--- src/rtl/frame_stream_pkg.sv ---
// Shared definitions for the camera pixel pipeline:
// FSM state codes and the default frame geometry.
package frame_stream_pkg;

  typedef logic [2:0] state_t;

  localparam state_t ST_IDLE = 3'd0;
  localparam state_t ST_LEAD = 3'd1;
  localparam state_t ST_ROW  = 3'd2;
  localparam state_t ST_HGAP = 3'd3;
  localparam state_t ST_TAIL = 3'd4;

  localparam int DEF_COLS       = 320;
  localparam int DEF_ROWS       = 240;
  localparam int DEF_DATA_WIDTH = 8;
  localparam int DEF_H_BLANK    = 16;

endpackage

--- src/rtl/frame_stream_delay.sv ---
// N-stage aligner for the fsync/rsync/data bundle.
// Data advances only with row-valid, so the output holds its last pixel.
module frame_stream_delay
  import frame_stream_pkg::*;
#(
  parameter int N          = 2,
  parameter int DATA_WIDTH = DEF_DATA_WIDTH
) (
  input  logic                  clk,
  input  logic                  rst,
  input  logic                  src_fsync,
  input  logic                  src_rsync,
  input  logic [DATA_WIDTH-1:0] src_data,
  output logic                  fsync,
  output logic                  rsync,
  output logic [DATA_WIDTH-1:0] data
);

  logic [N-1:0]          fs;
  logic [N-1:0]          rs;
  logic [DATA_WIDTH-1:0] dt [N];

  // shift sideband every cycle; data only moves with rsync
  always_ff @(posedge clk or posedge rst) begin
    if (rst) begin
      fs <= '0;
      rs <= '0;
      for (int i = 0; i < N; i++) dt[i] <= '0;
    end else begin
      fs[0] <= src_fsync;
      rs[0] <= src_rsync;
      if (src_rsync) dt[0] <= src_data;
      for (int i = 1; i < N; i++) begin
        fs[i] <= fs[i-1];
        rs[i] <= rs[i-1];
        if (rs[i-1]) dt[i] <= dt[i-1];
      end
    end
  end

  assign fsync = fs[N-1];
  assign rsync = rs[N-1];
  assign data  = dt[N-1];

endmodule

--- src/rtl/frame_stream_source.sv ---
// Frame-rate fsync/rsync/pdata transmitter reading a frame RAM.
// FRAME_STREAM_TEST_PATTERN_EN: emit col^row instead of RAM data.
module frame_stream_source
  import frame_stream_pkg::*;
#(
  parameter int DATA_WIDTH = DEF_DATA_WIDTH,
  parameter int NO_OF_COLS = DEF_COLS,
  parameter int NO_OF_ROWS = DEF_ROWS,
  parameter int H_BLANK    = DEF_H_BLANK,
  parameter int ADDR_WIDTH = $clog2(NO_OF_COLS*NO_OF_ROWS)
) (
  input  logic                  clk,
  input  logic                  rst,
  input  logic                  start,
  output logic                  mem_rd,
  output logic [ADDR_WIDTH-1:0] mem_addr,
  input  logic [DATA_WIDTH-1:0] mem_rdata,
  output logic                  fsync,
  output logic                  rsync,
  output logic [DATA_WIDTH-1:0] pdata_out,
  output logic                  busy,
  output logic                  frame_done
);

  localparam int CW = $clog2(NO_OF_COLS + 1);
  localparam int RW = $clog2(NO_OF_ROWS + 1);
  localparam int BW = $clog2(H_BLANK + 1);
  localparam logic [ADDR_WIDTH-1:0] ADDR_MAX =
    ADDR_WIDTH'(NO_OF_COLS*NO_OF_ROWS - 1);

  state_t                state;
  state_t                state_nx;
  logic [CW-1:0]         col;
  logic [RW-1:0]         row;
  logic [BW-1:0]         cnt;
  logic                  accept;
  logic                  blank_end;
  logic                  col_end;
  logic                  row_end;
  logic                  fsync1;
  logic                  rsync1;
  logic                  fall;
  logic [DATA_WIDTH-1:0] data1;

  assign accept    = (state == ST_IDLE) && start && !busy;
  assign blank_end = cnt == BW'(H_BLANK - 1);
  assign col_end   = col == CW'(NO_OF_COLS - 1);
  assign row_end   = row == RW'(NO_OF_ROWS - 1);
  assign fall      = fsync & ~fsync1;

  // frame sequencing: lead blank, rows with gaps, tail blank
  always_comb begin
    state_nx = state;
    unique case (state)
      ST_IDLE: if (accept)    state_nx = ST_LEAD;
      ST_LEAD: if (blank_end) state_nx = ST_ROW;
      ST_ROW:  if (col_end)   state_nx = ST_HGAP;
      ST_HGAP: if (blank_end) state_nx = row_end ? ST_TAIL : ST_ROW;
      ST_TAIL: if (blank_end) state_nx = ST_IDLE;
      default:                state_nx = ST_IDLE;
    endcase
  end

  // state, blank counter and raster position
  always_ff @(posedge clk or posedge rst) begin
    if (rst) begin
      state <= ST_IDLE;
      cnt   <= '0;
      col   <= '0;
      row   <= '0;
    end else begin
      state <= state_nx;
      if (state_nx != state)
        cnt <= '0;
      else if (state != ST_IDLE && state != ST_ROW)
        cnt <= cnt + 1'b1;
      if (state == ST_ROW)
        col <= col_end ? '0 : col + 1'b1;
      if (state == ST_HGAP && blank_end && !row_end)
        row <= row + 1'b1;
      else if (state == ST_TAIL && blank_end)
        row <= '0;
    end
  end

  // linear read address, restarted per frame, saturating at the last pixel
  always_ff @(posedge clk or posedge rst) begin
    if (rst)
      mem_addr <= '0;
    else if (accept)
      mem_addr <= '0;
    else if (state == ST_ROW && mem_addr != ADDR_MAX)
      mem_addr <= mem_addr + 1'b1;
  end

  // first sideband stage, lines up with RAM read latency
  always_ff @(posedge clk or posedge rst) begin
    if (rst) begin
      fsync1 <= 1'b0;
      rsync1 <= 1'b0;
    end else begin
      fsync1 <= state != ST_IDLE;
      rsync1 <= state == ST_ROW;
    end
  end

`ifdef FRAME_STREAM_TEST_PATTERN_EN
  logic [DATA_WIDTH-1:0] pat;
  logic [DATA_WIDTH-1:0] pat1;
  logic                  unused_rdata;

  assign pat          = DATA_WIDTH'(col) ^ DATA_WIDTH'(row);
  assign unused_rdata = ^mem_rdata;
  assign mem_rd       = 1'b0;
  assign data1        = pat1;

  // pattern takes the slot the RAM latency would occupy
  always_ff @(posedge clk or posedge rst) begin
    if (rst) pat1 <= '0;
    else     pat1 <= pat;
  end
`else
  assign data1 = mem_rdata;

  // read strobe registered so it is high exactly in ROW cycles
  always_ff @(posedge clk or posedge rst) begin
    if (rst) mem_rd <= 1'b0;
    else     mem_rd <= state_nx == ST_ROW;
  end
`endif

  frame_stream_delay #(
    .N          (1),
    .DATA_WIDTH (DATA_WIDTH)
  ) u_align (
    .clk       (clk),
    .rst       (rst),
    .src_fsync (fsync1),
    .src_rsync (rsync1),
    .src_data  (data1),
    .fsync     (fsync),
    .rsync     (rsync),
    .data      (pdata_out)
  );

  // busy spans accept to the fall of the delayed fsync
  always_ff @(posedge clk or posedge rst) begin
    if (rst) begin
      busy       <= 1'b0;
      frame_done <= 1'b0;
    end else begin
      frame_done <= fall;
      if (accept)    busy <= 1'b1;
      else if (fall) busy <= 1'b0;
    end
  end

endmodule

--- config.mk ---
export PLATFORM = sky130hd
export DESIGN_NAME = frame_stream_source
export DESIGN_NICKNAME = d
export VERILOG_FILES = /design/src/rtl/frame_stream_pkg.sv /design/src/rtl/frame_stream_delay.sv /design/src/rtl/frame_stream_source.sv
export SDC_FILE = /design/constraint.sdc
export NUM_CORES = 1
export LEC_CHECK = 0
export BUFFER_PORTS_ARGS = -buffer_cell sky130_fd_sc_hd__buf_2
export CORE_ASPECT_RATIO = 1.1
export CORE_MARGIN = 1.5
export CORE_UTILIZATION = 45
export DETAILED_ROUTE_END_ITERATION = 6
export PLACE_DENSITY = 0.65
export RECOVER_POWER = 50
export SLEW_MARGIN = 20
export SYNTH_ARGS = -nofsm -noshare
export SYNTH_HDL_FRONTEND = slang
export SYNTH_SLANG_ARGS = --single-unit
--- constraint.sdc ---
create_clock -name clk -period 2.9 [get_ports clk]
set_clock_uncertainty 0.15 [all_clocks]
set_input_delay 0.29 -clock clk [delete_from_list [all_inputs] [get_ports clk]]
set_output_delay 0.29 -clock clk [all_outputs]
set_load 0.03 [all_outputs]
* Yosys cells after proc, flatten, opt, wreduce, memory -nomap -nowiden
Cells that the tools add are included.
** Operators by class
- $add $sub $neg :: 4
- Equal/unequal tests :: 11
- Mux-type cells :: 16
- Bitwise gates (word level) :: 2
- Reduce and logical (&&, ||, !) cells :: 15
** Operator list (count)
- 17-bit 2-to-1 mux :: 2
- 3-bit 2-to-1 mux :: 6
- 17-bit by 1-bit adder with 17-bit output, second input constant :: 1
- 17-bit != test, second input constant :: 1
- 8-bit 2-to-1 mux :: 2
- 3-bit case mux with 5 select lines :: 1
- 5-bit 2-to-1 mux :: 2
- 9-bit by 1-bit adder with 9-bit output, second input constant :: 1
- 3-bit by 2-bit == test with 1-bit output, second input constant :: 3
- 9-bit == test, second input constant :: 1
- 9-bit 2-to-1 mux :: 1
- 8-bit by 1-bit adder with 8-bit output, second input constant :: 1
- 8-bit == test, second input constant :: 1
- 2-bit nonzero test :: 4
- 1-bit logical AND :: 7
- 5-bit by 1-bit adder with 5-bit output, second input constant :: 1
- 5-bit by 4-bit == test with 1-bit output, second input constant :: 1
- 3-bit by 1-bit == test with 1-bit output, second input constant :: 1
- 3-bit == test, second input constant :: 1
- 3-bit logical NOT :: 1
- 3-bit by 2-bit != test with 1-bit output, second input constant :: 1
- 3-bit != test :: 1
- 3-bit nonzero test :: 1
- 1-bit logical NOT :: 2
- 3 further kinds :: 4
** Storage, ports and cells
- Register bits :: 57
- Input bits :: 11
- Output and inout bits :: 30
- Logic and storage cells :: 61

* Depth between registers and ports, before layout
- Depth after elaboration :: 7
- Mapped depth :: 8
- Gate-level depth less buffers :: 8

* Modules after synthesis
From an unflattened synthesis, not the netlist that was laid out.
** Second synthesis, totals
- Cell total of the unflattened synthesis :: 271
- Area, all modules :: 2831.5 um^2
** Modules (own cells, without submodules)
- frame_stream_source :: instances 1, cells each 251, area each 2446.1 um^2
- frame_stream_delay :: instances 1, cells each 20, area each 385.4 um^2

* Worst setup path after synthesis
Ideal clock, no wire load.
- Path type :: reg-to-reg
- Start point :: reg cnt[0]
- End point :: reg row[3]
- Setup time :: 128 ps
- Data arrival time :: 1759 ps
- Data required time :: 2622 ps
- Slack :: 862 ps
- Cell stages (with the launch flop) :: 9
- Clock period less this slack :: 2038 ps
- Path through :: dfrtp_1 > ha_1 > and3_1 > ha_1 > nand4b_1 > a21o_1 > and2_1 > o21ai_0 > o31ai_1
** On the way
- Word-level cells in the longest chain between the ends :: 4
- Elaborated cells between the ends (all ways) :: 6
- Those cells by class :: eq/ne: 1; mux: 1; reduce/logical: 4
** Ends and longest elaborated chain
- start: declaration :: RTL line frame_stream_source.sv:35 : logic [BW-1:0] cnt;
- start signal: assignment :: RTL line frame_stream_source.sv:76 : cnt <= cnt + 1'b1;
- 5-bit by 4-bit == test with 1-bit output (*) :: RTL line frame_stream_source.sv:46 : assign blank_end = cnt == BW'(H_BLANK - 1);
- 1-bit logical AND (2 in a row) :: RTL line frame_stream_source.sv:79 : if (state == ST_HGAP && blank_end && !row_end)
- 8-bit 2-to-1 mux / 2-bit nonzero test (equally long branches)
- end signal: assignment :: RTL line frame_stream_source.sv:80 : row <= row + 1'b1;
- end: declaration :: RTL line frame_stream_source.sv:34 : logic [RW-1:0] row;
Every way passes the cells marked *; elsewhere a longest branch is shown, timed or not.
A chain may end at the register's enable or synchronous reset.

* Worst setup path in the final report
- Start point :: reg cnt[0]
- End point :: reg row[4]
The elaborated chain is that of the path after synthesis.

==> impl_metrics.py <==
metrics = {
    "outcome": {
        "status": "finished, final reports clean",
    },
    "layout": {
        "diodes": 0,
        "layout_commonest_cell": "dfrtp_1",
        "areaGrowthSynthToFinish_pct": 17.2,
        "drive_gt1_share_pct": 20.2,
        "finalNetCount": 323,
        "layout_common_cells": "dfrtp_1, nor2_1, nand2_1, buf_2, clkbuf_1",
    },
    "clocking": {
        "cts_sinks": 57,
        "cts_made_buffers": 9,
        "cts.root.buffer_cell": "clkbuf_8",
        "clk_path_buf_depth": 2,
        "post_cts_buffers": 0,
        "tritoncts": "done",
        "clk_latency_ns": 0.33,
        "path_clk_slew_ns": 0.06,
        "htreeDepth": 3,
    },
    "die": {
        "core_area_um2": 5840,
        "initial_core_util_pct": 47.2,
        "chipWidth_um": 77.6,
        "die-area_um2": 6600,
        "num_rows": 29,
        "pin_count": 41,
        "die_h_um": 85.1,
    },
    "routing": {
        "drt_pass1_iterations": 4,
        "drt-initial-drc-count": 63,
        "wl_per_cell_um": 13.4,
        "viasPerCell": 5.38,
        "routed_wl_um": 5220,
        "drtAntennaViolNets": 0,
        "vias": 2093,
        "drc": 0,
    },
    "grt": {
        "antenna_found_initial": 0,
        "grt_pass1_wl_um": 8810,
        "grt_remaining_overflow": 0,
        "grt_max_degree": 24,
        "grt_pass1_vias": 1909,
        "track_usage_pct": 17.2,
    },
    "yosys": {
        "netlist_area_um2": 2760,
        "ys_types": 50,
        "syn_nets": 275,
        "synth_edf_count": 0,
        "ys_warn_count": 0,
        "seq_area_frac_synth_pct": 51.8,
        "syn_inst": 259,
        "synth-main-ff-cell": "dfrtp_1",
        "synth-seq-cells": 57,
        "syn_area_per_cell_um2": 10.6,
        "async_flop_share_pct": 100,
    },
    "sta": {
        "finalSetupViolCount": 0,
        "finalHoldWorstSlack_ns": 0.0362,
        "hold_viol_final": 0,
        "tns_ns": 0,
        "max_freq_mhz": 441,
        "grt_setup_unrepaired": "no",
        "fin_crit_sh_pct": 78.2,
        "worstMarginPinSlew_ns": 1.00,
        "period_needed_ns": 2.27,
        "slew_headroom_pct": 33.4,
        "drv_slew": 0,
    },
    "pwr": {
        "power_frac_seq_pct": 45.1,
        "power_density_nw_per_um2": 669,
        "p_int_w": 0.00146,
        "fin_total_pwr_w": 0.00216,
        "combPwrFrac_pct": 19.4,
        "clockPowerShare_pct": 35.5,
        "power.switching_w": 0.000694,
        "leakagePower_nw": 1.42,
        "swShare_pct": 32.1,
        "ir_drop_v": 0.000375,
    },
    "critical_path": {
        "start_kind": "register",
        "end_kind": "register",
        "critPathArrivalTime_ns": 2.33,
        "cp.required_ns": 2.96,
        "crit_fanout": 9,
        "criticalPathCategory": "reg -> reg",
    },
    "placement": {
        "dp_hpwl_um": 3770,
        "gp_congestion": 0.853,
        "port_buffers": 40,
    },
    "worst_hold_path": {
        "hp-class": "in -> reg",
    },
    "flow_run": {
        "max_cap_viol_count": 0,
    },
}
-- layer usage --
| layer | share of wire (%) | up-vias | track usage, % |
|---|---|---|---|
| li1 | - | 1023 | - |
| met1 | 48 | 1008 | 22.4 |
| met2 | 46 | 54 | 25.8 |
| met3 | 4.8 | 8 | 3.87 |
| met4 | 1.5 | 0 | 10.9 |
| met5 | 0 | - | 0 |
-- synth_stat cells, types with 3 or more instances --
library cell,count,area (µm²)
nor3_1,3,15.0
clkbuf_1,5,18.8
or3_1,3,18.8
nor2b_1,3,18.8
mux2_2,9,101
nand4_1,5,31.3
mux2i_1,4,40.0
xor2_1,8,70.1
nand3_1,17,85.1
a21oi_1,5,25.0
xnor2_1,8,70.1
and3_1,3,18.8
nor3_2,3,30.0
dfrtp_1,57,1430
and4_1,3,26.3
a21o_1,3,22.5
nor2_1,23,86.3
ha_1,5,62.6
o21ai_0,20,100
inv_1,6,22.5
nand2b_1,6,37.5
o31ai_1,5,37.5
nand2_1,23,86.3
-- state kept, by name, indices dropped and copies added (netlist names) --
| signal | cells |
|---|---|
| u_align.data | 8 |
| u_align.fsync | 1 |
| frame_done | 1 |
| state | 3 |
| u_align.rsync | 1 |
| col | 9 |
| rsync1 | 1 |
| fsync1 | 1 |
| cnt | 5 |
| mem_rd | 1 |
| row | 8 |
| busy | 1 |
| mem_addr | 17 |
-- worst max-delay path, cell delays in order, from the launching register on --
cell	delay (ns)
dfrtp_1	0.39
ha_1	0.18
and3_1	0.16
ha_1	0.26
nand4b_1	0.23
a21o_1	0.31
and2_1	0.22
o21ai_0	0.16
o31ai_1	0.09
-- power by group through the flow --
stage               Sequential, W  Combinational [W]  Clock (W)
global route             0.000991           0.000455   0.000823
global placement         0.000984           0.000420          0
finish                   0.000973           0.000419   0.000766
detailed placement       0.000987           0.000427          0
floorplan                 0.00111           0.000164          0
CTS                      0.000972           0.000431   0.000791
-- through the flow --
stage / utilization (%) / worst slack (ns) / std cells / cell area [µm²]
floorplan: - / 0.862 / 259 / 2760
global placement: 52.0 / 0.720 / 372 / 3040
detailed placement: 52.0 / 0.657 / 372 / 3040
CTS: 55.8 / 0.633 / 389 / 3260
global route: 55.3 / 0.303 / 389 / 3230
finish: 55.3 / 0.632 / 389 / 3230
-- worst paths after layout --
kind                              startpoint               to  slack [ns]  cells after the start
worst max-delay path                  cnt[0]           row[4]        0.63                      8
worst min-delay path            mem_rdata[6]  u_align.data[6]        0.04                      2
worst max register to register        cnt[0]           row[4]        0.63                      8
worst min register to register        fsync1    u_align.fsync        0.23                      0
max in group asynchronous                rst           col[1]        0.67                      4
min in group asynchronous                rst           col[7]        0.53                      3
-- cell families (layout without fill, tap and decap cells) --
group	count (synthesis)	in the layout	share of synthesized area, %
flip-flops	57	57	51.8
multiplexers	13	13	5.13
buffers and inverters	14	67	2.41
XOR/XNOR	16	16	5.09
AO/OA/AOI/OAI	47	47	11.0
adder cells (fa/ha/maj)	5	5	2.27
AND/OR/NAND/NOR	107	107	22.3
-- area by class of cell --
cell class              instances  area, µm²
well taps                      77       96.3
clock inverters                 2       35.0
repair buffers                 44        204
fillers                       543       2610
clock buffers                  14        173
inverters                       7       31.3
multi-input cells             188       1260
flip-flops and latches         57       1430
-- what timing repair did --
item | 4_1_cts | 5_1_grt
gates resized for setup | 0 | 0
hold endpoints to repair | 21 | 0
hold buffers | 1 | 0
Note: power is estimated with default switching activity, not from simulation.
